===== src/rtl/adder_share_pkg.sv =====
// Shared types and the round-robin pick helper for the adder-sharing arbiter.
package adder_share_pkg;
  localparam int DATA_W  = 32;
  localparam int MAX_REQ = 8;

  typedef enum logic [1:0] {IDLE, EXEC, RESP} state_t;

  typedef struct packed {
    logic       found;
    logic [2:0] idx;
  } pick_t;

  typedef struct packed {
    logic [DATA_W-1:0] a;
    logic [DATA_W-1:0] b;
    logic              cin;
    logic              sub;
  } op_t;

  // First set bit of valid[n-1:0] searching upward from ptr+1 with wrap.
  function automatic pick_t rr_pick(input logic [MAX_REQ-1:0] valid,
                                    input logic [2:0] ptr, input int n);
    pick_t p;
    int    k;
    p = '0;
    for (int off = 1; off <= MAX_REQ; off++) begin
      if (off <= n && !p.found) begin
        k = (int'(ptr) + off) % n;
        if (valid[k[2:0]]) begin
          p.found = 1'b1;
          p.idx   = k[2:0];
        end
      end
    end
    return p;
  endfunction
endpackage


===== src/rtl/Full_Adder32Bit.sv =====
// 32-bit ripple-carry adder shared by all requesters.
module Full_Adder32Bit (
  input  logic [31:0] a,
  input  logic [31:0] b,
  input  logic        cin,
  output logic [31:0] sum,
  output logic        cout
);
  logic [32:0] c;
  assign c[0] = cin;
  for (genvar i = 0; i < 32; i++) begin : g_bit
    assign sum[i]   = a[i] ^ b[i] ^ c[i];
    assign c[i+1]   = (a[i] & b[i]) | (c[i] & (a[i] ^ b[i]));
  end
  assign cout = c[32];
endmodule


===== src/rtl/adder_share_arbiter_rr.sv =====
// Combinational round-robin pick: one-hot grant, winner index and found flag.
module rr_arbiter
  import adder_share_pkg::*;
#(
  parameter int NUM_REQ = 4,
  parameter int ID_W    = 2
) (
  input  logic [NUM_REQ-1:0] valid,
  input  logic [ID_W-1:0]    ptr,
  output logic [NUM_REQ-1:0] grant,
  output logic [ID_W-1:0]    idx,
  output logic               found
);
  logic [MAX_REQ-1:0] vpad;
  pick_t              pick;

  always_comb begin
    vpad = '0;
    vpad[NUM_REQ-1:0] = valid;
    pick  = rr_pick(vpad, 3'(ptr), NUM_REQ);
    found = pick.found;
    idx   = ID_W'(pick.idx);
    grant = '0;
    for (int i = 0; i < NUM_REQ; i++)
      grant[i] = pick.found && (int'(pick.idx) == i);
  end
endmodule


===== src/rtl/adder_share_arbiter.sv =====
// One shared 32-bit adder, round-robin among NUM_REQ requesters, one op in flight.
// Optional signed-overflow output rsp_ovf under `ADDER_SHARE_ARB_OVF_EN.
module adder_share_arbiter
  import adder_share_pkg::*;
#(
  parameter int NUM_REQ = 4,
  parameter int ID_W    = 2
) (
  input  logic                      clk,
  input  logic                      rst,
  input  logic [NUM_REQ-1:0]        req_valid,
  output logic [NUM_REQ-1:0]        req_ready,
  input  logic [NUM_REQ*DATA_W-1:0] req_a,
  input  logic [NUM_REQ*DATA_W-1:0] req_b,
  input  logic [NUM_REQ-1:0]        req_cin,
  input  logic [NUM_REQ-1:0]        req_sub,
  output logic                      rsp_valid,
  input  logic                      rsp_ready,
  output logic [ID_W-1:0]           rsp_id,
  output logic [DATA_W-1:0]         rsp_sum,
  output logic                      rsp_cout
`ifdef ADDER_SHARE_ARB_OVF_EN
  ,
  output logic                      rsp_ovf
`endif
);
  state_t            state;
  op_t               op;
  op_t               op_sel;
  logic [ID_W-1:0]   ptr;
  logic [NUM_REQ-1:0] grant;
  logic [ID_W-1:0]   win;
  logic              found;
  logic [DATA_W-1:0] b_eff;
  logic              cin_eff;
  logic [DATA_W-1:0] sum;
  logic              cout;

  rr_arbiter #(.NUM_REQ(NUM_REQ), .ID_W(ID_W)) u_arb (
    .valid(req_valid), .ptr(ptr), .grant(grant), .idx(win), .found(found)
  );

  assign req_ready = (state == IDLE) ? grant : '0;

  always_comb begin
    op_sel = '0;
    for (int i = 0; i < NUM_REQ; i++) begin
      if (int'(win) == i) begin
        op_sel.a   = req_a[i*DATA_W +: DATA_W];
        op_sel.b   = req_b[i*DATA_W +: DATA_W];
        op_sel.cin = req_cin[i];
        op_sel.sub = req_sub[i];
      end
    end
  end

  // Subtract is A + ~B + ~borrow_in, so cout reads as "no borrow".
  assign b_eff   = op.sub ? ~op.b   : op.b;
  assign cin_eff = op.sub ? ~op.cin : op.cin;

  Full_Adder32Bit u_add (.a(op.a), .b(b_eff), .cin(cin_eff), .sum(sum), .cout(cout));

  always_ff @(posedge clk) begin
    if (rst) begin
      state     <= IDLE;
      ptr       <= ID_W'(NUM_REQ-1);
      op        <= '0;
      rsp_valid <= 1'b0;
      rsp_id    <= '0;
      rsp_sum   <= '0;
      rsp_cout  <= 1'b0;
`ifdef ADDER_SHARE_ARB_OVF_EN
      rsp_ovf   <= 1'b0;
`endif
    end else begin
      case (state)
        IDLE: if (found) begin
          op     <= op_sel;
          rsp_id <= win;
          ptr    <= win;
          state  <= EXEC;
        end
        EXEC: begin
          rsp_sum   <= sum;
          rsp_cout  <= cout;
`ifdef ADDER_SHARE_ARB_OVF_EN
          rsp_ovf   <= (op.a[31] == b_eff[31]) && (sum[31] != op.a[31]);
`endif
          rsp_valid <= 1'b1;
          state     <= RESP;
        end
        RESP: if (rsp_ready) begin
          rsp_valid <= 1'b0;
          state     <= IDLE;
        end
        default: state <= IDLE;
      endcase
    end
  end
endmodule

===== config.mk =====
export PLATFORM = sky130hd
export DESIGN_NAME = adder_share_arbiter
export DESIGN_NICKNAME = d
export VERILOG_FILES = /design/src/rtl/adder_share_pkg.sv /design/src/rtl/Full_Adder32Bit.sv /design/src/rtl/adder_share_arbiter_rr.sv /design/src/rtl/adder_share_arbiter.sv
export SDC_FILE = /design/constraint.sdc
export NUM_CORES = 1
export LEC_CHECK = 0
export BUFFER_PORTS_ARGS = -buffer_cell sky130_fd_sc_hd__buf_4
export CAP_MARGIN = 20
export CORE_AREA = 2 2 122 124
export CTS_CLUSTER_SIZE = 12
export DETAILED_ROUTE_END_ITERATION = 6
export DIE_AREA = 0 0 124 126
export PLACE_DENSITY = 0.85
export SETUP_SLACK_MARGIN = 0.02
export SYNTH_ARGS = -nofsm -noshare
export SYNTH_HDL_FRONTEND = slang
export SYNTH_SLANG_ARGS = --single-unit

===== constraint.sdc =====
create_clock -name clk -period 24.6 [get_ports clk]
set_input_delay 2.46 -clock clk [delete_from_list [all_inputs] [get_ports clk]]
set_output_delay 2.46 -clock clk [all_outputs]
set_load 0.03 [all_outputs]

# Word-level counts from Yosys, hierarchy flattened
# Cells that the tools add are included.
# totals
register_bits	106
inputBits	271
out_inout_bits	40
elab_cells	236
# op_classes
add_sub_neg	4
magnitude_cmp	4
n_eq_ne	10
n_mux	27
n_bitwise	166
reduce_logical	15
# ops
op	count
$mux W66	4
$and A1 B1 Y1	64
$xor A1 B1 Y1	64
$mux W32	1
$mux W4	8
$not A32 Y32	1
$or A1 B1 Y1	32
$lt A3 B4 Y1 const B	4
$bmux W1 S3	4
$reduce_or A2 Y1	4
$eq A2 B2 Y1 const B	3
$eq A3 B3 Y1 const B	2
$mux W1	6
$pmux W2 S3	1
$reduce_and A2 Y1	3
$add A2 B1 Y2 const B	2
$add A2 B2 Y2 const B	2
$and A1 B1 Y1 const A	4
$eq A2 B1 Y1 const B	2
$logic_and A1 B1 Y1	4
$logic_not A2 Y1	2
$mux W2	2
$eq A3 B2 Y1 const B	1
$logic_not A3 Y1	1
other kinds (5)	5

# Logic depth before layout (Yosys ltp)
# Gate-level depths: netlist (run 1).
# depth
ltp_word	67
depth_mapped	40
depth_no_buf	39

# Cells and area by module
# From an unflattened synthesis (run 1), not the netlist that was laid out.
# unflattened
cells_unflattened	518
area_unflattened_um2	6214.7
# modules_own_cells
module	n_inst	cells_per_inst	area_per_inst_um2	seq_area_each_um2
adder_share_arbiter	1	442	5313.8	2122.0
Full_Adder32Bit	1	42	678.2	0.0
rr_arbiter	1	34	222.7	0.0

# Worst setup path after synthesis (run 1)
# OpenSTA, ideal clock, no wires.
# synth_timing
kind	reg2reg
start	register op[0] in the netlist's numbering
end	register rsp_sum[31]
setup_time_ns	0.132
arrival_time_ns	13.912
setup_slack_ns	10.555
stages_incl_launch_ff	41
n_path_buf	1
period_less_slack_ns	14.045
path_cell_list	dfxtp_1 -> clkbuf_1 -> xor2_1 -> fa_1 -> inv_1 -> fa_1 -> fa_1 -> fa_1 -> fa_1 -> fa_1 -> fa_1 -> fa_1 -> fa_1 -> fa_1 -> fa_1 -> fa_1 -> fa_1 -> fa_1 -> (+5 left out) -> fa_1 -> fa_1 -> fa_1 -> fa_1 -> fa_1 -> fa_1 -> fa_1 -> fa_1 -> fa_1 -> fa_1 -> fa_1 -> fa_1 -> fa_1 -> fa_1 -> inv_1 -> fa_1 -> nand2_1 -> a21oi_1
# synth_via
elab_chain_cells	65
# synth_lines
item	line	source
start, declared	adder_share_arbiter.sv:28	op_t op;
start signal, assigned	adder_share_arbiter.sv:78	op <= op_sel;
$mux W32	adder_share_arbiter.sv:58	assign b_eff = op.sub ? ~op.b : op.b;
$xor A1 B1 Y1	Full_Adder32Bit.sv:13	assign c[i+1] = (a[i] & b[i]) | (c[i] & (a[i] ^ b[i]));
$and A1 B1 Y1	Full_Adder32Bit.sv:13	
$or A1 B1 Y1	Full_Adder32Bit.sv:13	
$and A1 B1 Y1	Full_Adder32Bit.sv:13	
$or A1 B1 Y1	Full_Adder32Bit.sv:13	
$and A1 B1 Y1	Full_Adder32Bit.sv:13	
$or A1 B1 Y1	Full_Adder32Bit.sv:13	
(+50 left out)	-	
$and A1 B1 Y1	Full_Adder32Bit.sv:13	
$or A1 B1 Y1	Full_Adder32Bit.sv:13	
$and A1 B1 Y1	Full_Adder32Bit.sv:13	
$or A1 B1 Y1	Full_Adder32Bit.sv:13	
$and A1 B1 Y1	Full_Adder32Bit.sv:13	
$or A1 B1 Y1	Full_Adder32Bit.sv:13	
$xor A1 B1 Y1 *	Full_Adder32Bit.sv:12	assign sum[i] = a[i] ^ b[i] ^ c[i];
via sum[31]	adder_share_arbiter.sv:36	logic [DATA_W-1:0] sum;
end signal, assigned	adder_share_arbiter.sv:84	rsp_sum <= sum;
end, declared	adder_share_arbiter.sv:20	output logic [DATA_W-1:0] rsp_sum,
# Mark *: on every way through the listed nets, which the timed path passes. The rest lies on a longest branch.
# A chain may end at the register's enable or synchronous reset.

# Worst setup path after layout (run 1)
# Ends and elaborated chain as after synthesis.

==> run metrics, run 1 <==
reg2reg setup slack 10.09 ns; Fillers 1,215; Max Slew Vio Count 0; postcts setup bufs 0; Via density 5.25; die height 126 um; WP buf/inv 4; Max-cap violations 0; vias in the first global route 5,760; Mapped Cells 633; Worst-Skew Late Latency 0.35 ns; H-Tree Depth 3; # DRC 0; critical path depth 38; I/O Pins 311; placed cell area 8720 um2; CP required 24.82 ns; via count 5,762; CP dominant cell by count fa_1; Worst Tran Pin Value 0.957 ns; maximum VDD drop 0.0321 mV; pre-CTS setup slack 9.98 ns; synthesized area 6380 um2; commonest non-fill, non-tap cell in the layout buf_4; die area 15,600 um2; clock sinks 106; CTS Buf Count 9; Starting Density 44.6%; sequential-to-total area share from yosys stat 33.3%; Yosys warning count 0; launch point of the worst reg-to-reg path op[0]; f_max 68.9 MHz; Worst Path Arrival 14.73 ns; worst min-delay path category reg2reg; slew margin rel. 36.2%; post-synthesis area per instance 10.1 um2; flops & latches, synth 106; Hold Fails Final Rpt 0; RR Endpoint rsp_sum[31]; Detail Route Antenna Nets 0; crit-path max FO 32; initial antenna violation count 0; initial drt markers 286; clk_skew 0.00700 ns; CTS tree yes; met1 Usage GRT 25.1%; crit path to rsp_sum[31]; chip width 124 um; # setup viols final 0; Syn Nets 936; Diodes inserted 0; nets 1,211; CP endpoint kind register; CP max stage cell buf_4; GPL Wtd Cong 0.751; setup TNS 0 ns; GRT busiest layer met2; met2 usage 42.6%; Max stage delay on crit path 0.46 ns; Synth cell types 34; Final Util 63.0%; Reg clk slew, reported paths 0.07 ns; Finished Layout Cells 1,097; WL/cell 16.3 um; period utilization 59.0%; P&R area growth vs syn 41.3%; final instance area 9010 um2; drt pass-1 iters 4; layout cells sized above 1 39.6%; dpl hpwl 13,900 um; PwrDens 67.9 nW/um2; grt total ovfl 0; input/output buffers 310; Setup CP Type reg2reg; root buf cell clkbuf_16; placed instance count 1,081; post_cts resized 0; RSZ-0062 raised after global routing false; largest net degree at the start of global routing 67; status completed; Leak Pwr 3.96 nW; delay-heaviest family, CP adder cells; met3 usage in global routing 4.17%; Max clock buf depth 2; All-Layer GR Usage 22.8%; beginning of the critical path op[0]; CTS Hold Bufs 0; most frequent cells in the layout buf_4 (316), mux2i_1 (133), dfxtp_1 (105), nand2_1 (79), o221ai_1 (46); Core ar. 14,300 um2; first-pass GRT wire length 27,700 um; reg2reg path depth 38; Rows 44; routed wire length 17,800 um; setup ws final 10.09 ns; clock period minus worst slack 14.51 ns; crit start category register
[registers in the layout, indices dropped and copies added (netlist names)]
name	count
op	66
ptr	2
rsp_cout	1
rsp_id	2
rsp_sum	32
rsp_valid	1
state	2
[tightest hold or removal path: stages, from the launching register on]
cell,delay (ns)
dfxtp_1,0.31
nand2_1,0.05
a21oi_1,0.05
[metal layers]
metal	up-vias	routed length (um)
met5	-	0
li1	2806	-
met2	208	9500
met1	2718	6820
met4	0	424
met3	30	1090
[Yosys cell counts, drive strengths merged]
| master | count | share of area, % |
|---|---|---|
| a21o | 1 | 0.12 |
| inv | 37 | 2.2 |
| nor3 | 1 | 0.078 |
| a211oi | 30 | 3.5 |
| a311oi | 1 | 0.24 |
| nor2b | 3 | 0.29 |
| clkbuf | 22 | 1.3 |
| o22ai | 1 | 0.098 |
| o221ai | 66 | 11 |
| a31o | 1 | 0.14 |
| a21oi | 8 | 0.69 |
| nand3b | 1 | 0.12 |
| nand2 | 80 | 4.7 |
| and2 | 1 | 0.14 |
| a31oi | 1 | 0.098 |
| and3 | 2 | 0.20 |
| fa | 32 | 10 |
| buf | 30 | 3.4 |
| xnor2 | 29 | 4.0 |
| o21ai | 2 | 0.16 |
| or3b | 1 | 0.14 |
| nand2b | 4 | 0.43 |
| mux2i | 133 | 21 |
| o211ai | 1 | 0.12 |
| xor2 | 4 | 0.55 |
| nor2 | 35 | 2.1 |
| dfxtp | 106 | 33 |
[area by class of cell]
cell class                 count  area, um2  area share [%]
tap                          184        230            2.55
timing repair buffer         316       2370            26.3
clock inverter                 5       53.8           0.597
multi-input combinational    438       3850            42.7
inverter                      37        139            1.54
clock buffer                  11        243            2.69
sequential                   106       2120            23.6
[cell families after synthesis]
kind of cell / Yosys count / synth area share [%]
XOR/XNOR: 33 / 4.53
flip-flops: 106 / 33.3
AND/OR/NAND/NOR: 128 / 8.20
AO/OA/AOI/OAI: 112 / 16.2
multiplexers: 133 / 20.9
buffers and inverters: 89 / 6.90
adder cells (fa/ha/maj): 32 / 10.0
[report_power, final]
| part | switching, W | internal (W) | leakage (nW) |
|---|---|---|---|
| logic | 0.000129 | 0.000119 | 2.94 |
| clock network | 0.0000629 | 0.0000814 | 0.149 |
| registers | 0.0000189 | 0.000201 | 0.875 |
| total | 0.000211 | 0.000401 | 3.96 |
[stage by stage]
step	hold WS (ns)	total power, W
final	0.462	0.000612
after global routing	0.494	0.000651
after global placement	0.446	0.000466
after CTS	0.460	0.000618
after floorplan	0.433	0.000393
after detailed placement	0.447	0.000475
[worst min-delay path by stage]
stage                      startpoint          end  slack (ns)  cells past startpoint
after floorplan                op[41]       op[41]        0.43                      2
after global placement    rsp_sum[16]  rsp_sum[16]        0.45                      2
after detailed placement       op[42]       op[42]        0.45                      2
after CTS                  rsp_sum[0]   rsp_sum[0]        0.46                      2
after global routing           op[64]       op[64]        0.49                      2
final                      rsp_sum[0]   rsp_sum[0]        0.46                      2
No activity file was read; power rests on OpenSTA's default activity.
==> run 2, diff against run 1 <==
--- a/config.mk
+++ b/config.mk
@@ -7,11 +7,11 @@
 export LEC_CHECK = 0
 export BUFFER_PORTS_ARGS = -buffer_cell sky130_fd_sc_hd__buf_4
 export CAP_MARGIN = 20
-export CORE_AREA = 2 2 122 124
+export CORE_AREA = 2 2 120 122
 export CTS_CLUSTER_SIZE = 12
 export DETAILED_ROUTE_END_ITERATION = 6
-export DIE_AREA = 0 0 124 126
-export PLACE_DENSITY = 0.85
+export DIE_AREA = 0 0 122 124
+export PLACE_DENSITY = 0.87
 export SETUP_SLACK_MARGIN = 0.02
 export SYNTH_ARGS = -nofsm -noshare
 export SYNTH_HDL_FRONTEND = slang
==> constraint.sdc (replaced) <==
create_clock -name clk -period 14.1 [get_ports clk]
set_input_delay 1.41 -clock clk [delete_from_list [all_inputs] [get_ports clk]]
set_output_delay 1.41 -clock clk [all_outputs]
set_load 0.03 [all_outputs]
==> run metrics, run 2 (same netlist as run 1, synthesis figures left out) <==
Max clock buf depth 2; via count 5,727; RSZ-0062 raised after global routing false; routed wire length 18,100 um; Worst-Skew Late Latency 0.34 ns; clk_skew 0.00608 ns; met3 usage in global routing 4.76%; period utilization 95.9%; PwrDens 118 nW/um2; postcts setup bufs 0; I/O Pins 311; Sw Share 34.7%; CTS tree yes; H-Tree Depth 3; commonest non-fill, non-tap cell in the layout buf_4; initial antenna violation count 0; vias in the first global route 5,720; Starting Density 46.5%; input/output buffers 310; WL/cell 16.5 um; first-pass GRT wire length 28,200 um; GPL Wtd Cong 0.782; Detail Route Antenna Nets 0; CP dominant cell by count fa_1; Net Sw Power 0.000372 W; All-Layer GR Usage 24.0%; Worst Tran Pin Value 1.02 ns; setup ws final 0.576 ns; Core ar. 13,700 um2; Diodes inserted 0; pre-CTS setup slack -0.325 ns; Rows 43; Fillers 1,133; chip width 122 um; Max stage delay on crit path 0.44 ns; slew margin rel. 32.1%; Regs by FF count op: 66 flops, rsp_sum: 32 flops; clock sinks 106; Largest register FFs 66; sequential share of power 35.9%; CP max stage cell fa_1; CTS Buf Count 9; root buf cell clkbuf_16; CP endpoint kind register; nets 1,213; Leak Pwr 3.97 nW; CP required 14.31 ns; layout cells sized above 1 41.7%; crit start category register; total power 0.00107 W; P&R area growth vs syn 42.1%; initial drt markers 290; dpl hpwl 14,100 um; Hold Fails Final Rpt 0; grt total ovfl 0; crit-path max FO 4; # DRC 0; largest net degree at the start of global routing 67; most flop-heavy register op; Logic pwr share 41.1%; Max-cap violations 0; GRT busiest layer met2; most frequent cells in the layout buf_4 (318), mux2i_1 (133), dfxtp_1 (103), nand2_1 (79), o221ai_1 (46); met2 usage 44.5%; Via density 5.23; CTS Hold Bufs 0; status completed; clock period minus worst slack 13.52 ns; die area 15,100 um2; maximum VDD drop 0.0579 mV; # setup viols final 0; Worst Path Arrival 13.74 ns; f_max 73.9 MHz; Setup CP Type reg2reg; met1 Usage GRT 27.7%; Clk pwr share 22.9%; Max Slew Vio Count 0; drt pass-1 iters 4; Reg clk slew, reported paths 0.07 ns; worst min-delay path category reg2reg; P_int 0.000701 W; die height 124 um
-- run 2: path summary, 6_finish.rpt --
path	to	start	slack, ns	cells past startpoint
max	rsp_sum[31]	op[0]	0.58	39
min	rsp_sum[0]	rsp_sum[0]	0.46	2
max reg2reg	rsp_sum[31]	op[0]	0.58	39
min reg2reg	rsp_sum[0]	rsp_sum[0]	0.46	2
-- run 2: area by class of cell --
class,instances,area (um2),area share [%]
tap,180,225,2.48
inverter,37,139,1.53
sequential,106,2130,23.5
multi-input combinational,438,3900,43.0
timing repair buffer,318,2390,26.3
clock inverter,6,57.6,0.635
clock buffer,10,229,2.52
-- run 2: timing repair --
item                       4_1_cts  5_1_grt
setup endpoints to repair        3        2
pin swaps                        0        0
resized for setup               11        8
cloned                           0        0
hold endpoints to repair         0        0
-- run 2: through the flow --
step                      hold WS (ns)  TNS (ns)  cells  cell area [um2]  util [%]
final                            0.461         0   1095             9070      66.1
after global routing             0.493         0   1095             9070      66.1
after CTS                        0.466         0   1095             9050      66.0
after detailed placement         0.449    -0.398   1079             8730      63.6
after global placement           0.446    -0.242   1079             8730      63.6
after floorplan                  0.433         0    633             6380         -
-- run 2: layer usage --
metal  share of wire [%]  up-vias
met5                   0        -
met4                 1.4        0
met3                 6.6       18
met2                  53      205
met1                  39     2699
li1                    -     2805
-- run 2: worst max-delay path: cells and delay by family, from the launching register on --
| family | cells | cell delay, ns |
|---|---|---|
| adder cells (fa/ha/maj) | 32 | 12.43 |
| buffers and inverters | 4 | 0.29 |
| XOR/XNOR | 1 | 0.16 |
| AO/OA/AOI/OAI | 1 | 0.06 |
| AND/OR/NAND/NOR | 1 | 0.07 |
| flip-flops | 1 | 0.38 |
-- run 2: power by group through the flow --
stage,Combinational [W],Sequential [W],Clock (W)
floorplan,0.000272,0.000413,0
global placement,0.000427,0.000389,0
detailed placement,0.000440,0.000391,0
CTS,0.000445,0.000386,0.000250
global route,0.000488,0.000391,0.000262
finish,0.000441,0.000386,0.000246
==> run 3, diff against run 2 <==
--- a/config.mk
+++ b/config.mk
@@ -7,11 +7,10 @@
 export LEC_CHECK = 0
 export BUFFER_PORTS_ARGS = -buffer_cell sky130_fd_sc_hd__buf_4
 export CAP_MARGIN = 20
-export CORE_AREA = 2 2 120 122
+export CORE_UTILIZATION = 42
 export CTS_CLUSTER_SIZE = 12
 export DETAILED_ROUTE_END_ITERATION = 6
-export DIE_AREA = 0 0 122 124
-export PLACE_DENSITY = 0.87
+export PLACE_DENSITY = 0.84
 export SETUP_SLACK_MARGIN = 0.02
 export SYNTH_ARGS = -nofsm -noshare
 export SYNTH_HDL_FRONTEND = slang
==> constraint.sdc (replaced) <==
create_clock -name clk -period 11.2 [get_ports clk]
set_input_delay 1.12 -clock clk [delete_from_list [all_inputs] [get_ports clk]]
set_output_delay 1.12 -clock clk [all_outputs]
set_load 0.03 [all_outputs]
==> run metrics, run 3 (same netlist as run 1, synthesis figures left out) <==
Worst-Skew Late Latency 0.35 ns; CP max stage cell fa_1; input/output buffers 310; Max Slew Vio Count 0; hold wc startpoint rsp_sum[0]; Setup CP Type reg2reg; CP endpoint kind register; WL/cell 16.3 um; root buf cell clkbuf_16; RR Endpoint rsp_sum[31]; GPL Wtd Cong 0.800; # DRC 16; most flop-heavy register op; met3 wire length 1080 um; clk_skew 0.00881 ns; status finished, violations left; layout cells sized above 1 43.9%; chip width 125 um; Rows 44; clock period minus worst slack 12.70 ns; Regs by FF count op: 66 flops, rsp_sum: 32 flops; maximum VDD drop 0.0801 mV; slew margin rel. 38.0%; placed instance count 1,082; All-Layer GR Usage 23.1%; Max clock buf depth 2; Worst Tran Pin Value 0.930 ns; Cells on Worst Hold Path 2; met2 WL post-DR 9660 um; beginning of the critical path op[0]; nets 1,212; Detail Route Antenna Nets 0; H-Tree Depth 3; most frequent cells in the layout buf_4 (317), mux2i_1 (133), dfxtp_1 (104), nand2_1 (79), o221ai_1 (46); period utilization 113%; clock sinks 106; Diodes inserted 0; Fillers 1,226; Final Util 61.9%; reg2reg setup slack -1.50 ns; worst min-delay path category reg2reg; CTS Buf Count 9; initial drt markers 226; Max-cap violations 0; crit start category register; Hold Fails Final Rpt 0; Worst Path Arrival 12.92 ns; max layer used met4; Via density 5.12; setup ws final -1.50 ns; Largest register FFs 66; crit-path max FO 3; largest net degree at the start of global routing 67; routed wire length 17,900 um; drt pass-1 iters 7; CTS tree yes; setup TNS -5.08 ns; PwrDens 148 nW/um2; total power 0.00134 W; die height 125 um; commonest non-fill, non-tap cell in the layout buf_4; reg2reg path depth 39; wire length on met1 6950 um; # setup viols final 6; initial antenna violation count 0; Reg clk slew, reported paths 0.07 ns; vias in the first global route 5,753; f_max 78.8 MHz; Worst Hold Path EP rsp_sum[0]; via count 5,626; Leak Pwr 3.96 nW; RSZ-0062 raised after global routing true; CTS Hold Bufs 0; Core ar. 14,700 um2; I/O Pins 311; Starting Density 43.4%; first-pass GRT wire length 28,600 um; grt total ovfl 0; dpl hpwl 14,000 um; launch point of the worst reg-to-reg path op[0]; P&R area growth vs syn 42.7%; CP required 11.42 ns; die area 15,700 um2; Finished Layout Cells 1,098; CP dominant cell by count fa_2; violated checks DRC, setup timing; Max stage delay on crit path 0.40 ns
[run 3: cell count changes in the layout (fill, tap and decap cells not counted), sizes merged]
cell | previous run | this run
bufinv | 1 | 0
clkbuf | 10 | 12
buf | 318 | 317
clkinv | 4 | 3
[run 3: final cells by class]
| cell class | instances | area, um2 | area share, % |
|---|---|---|---|
| Sequential cell | 106 | 2130 | 23.4 |
| Inverter | 37 | 139 | 1.53 |
| Clock inverter | 4 | 26.3 | 0.289 |
| Clock buffer | 12 | 256 | 2.82 |
| Tap cell | 184 | 230 | 2.53 |
| Multi-Input combinational cell | 438 | 3950 | 43.3 |
| Timing Repair Buffer | 317 | 2380 | 26.1 |
[run 3: worst max-delay path by stage]
stage	depth (start not counted)	endpoint
finish	39	rsp_sum[31]
global route	39	rsp_sum[31]
CTS	39	rsp_sum[31]
detailed placement	39	rsp_sum[31]
global placement	39	rsp_sum[31]
floorplan	40	rsp_sum[31]
[run 3: metrics by stage]
| stage | hold WS (ns) | cell area [um2] | setup slack, ns |
|---|---|---|---|
| global route | 0.482 | 9100 | -1.94 |
| CTS | 0.462 | 9090 | -1.62 |
| global placement | 0.447 | 8810 | -1.51 |
| finish | 0.459 | 9100 | -1.50 |
| detailed placement | 0.450 | 8810 | -1.60 |
| floorplan | 0.433 | 6470 | -1.26 |
[run 3: worst max-delay path: cells and delay by family, from the launching register on]
kind	cells	cell delay [ns]
simple gates	1	0.07
compound gates	1	0.06
flops	1	0.37
buf+inv	4	0.21
fa+ha+maj	32	11.67
xor+xnor	1	0.17
[run 3: layer usage]
| layer | global-route usage [%] | up-vias |
|---|---|---|
| met2 | 43.7 | 183 |
| met3 | 6.03 | 16 |
| met4 | 6.81 | 0 |
| li1 | - | 2801 |
| met1 | 25.1 | 2626 |
| met5 | 0 | - |
[run 3: where the power goes]
group,internal [W],switching (W)
clock,0.000163,0.000136
sequential,0.000443,0.0000421
combinational,0.000269,0.000290
[run 3: repair_timing]
action / in CTS / in global routing
buffers inserted: 0 / 0
endpoints found under the setup margin: 6 / 7
pin swaps: 0 / 1
resized for setup: 0 / 6
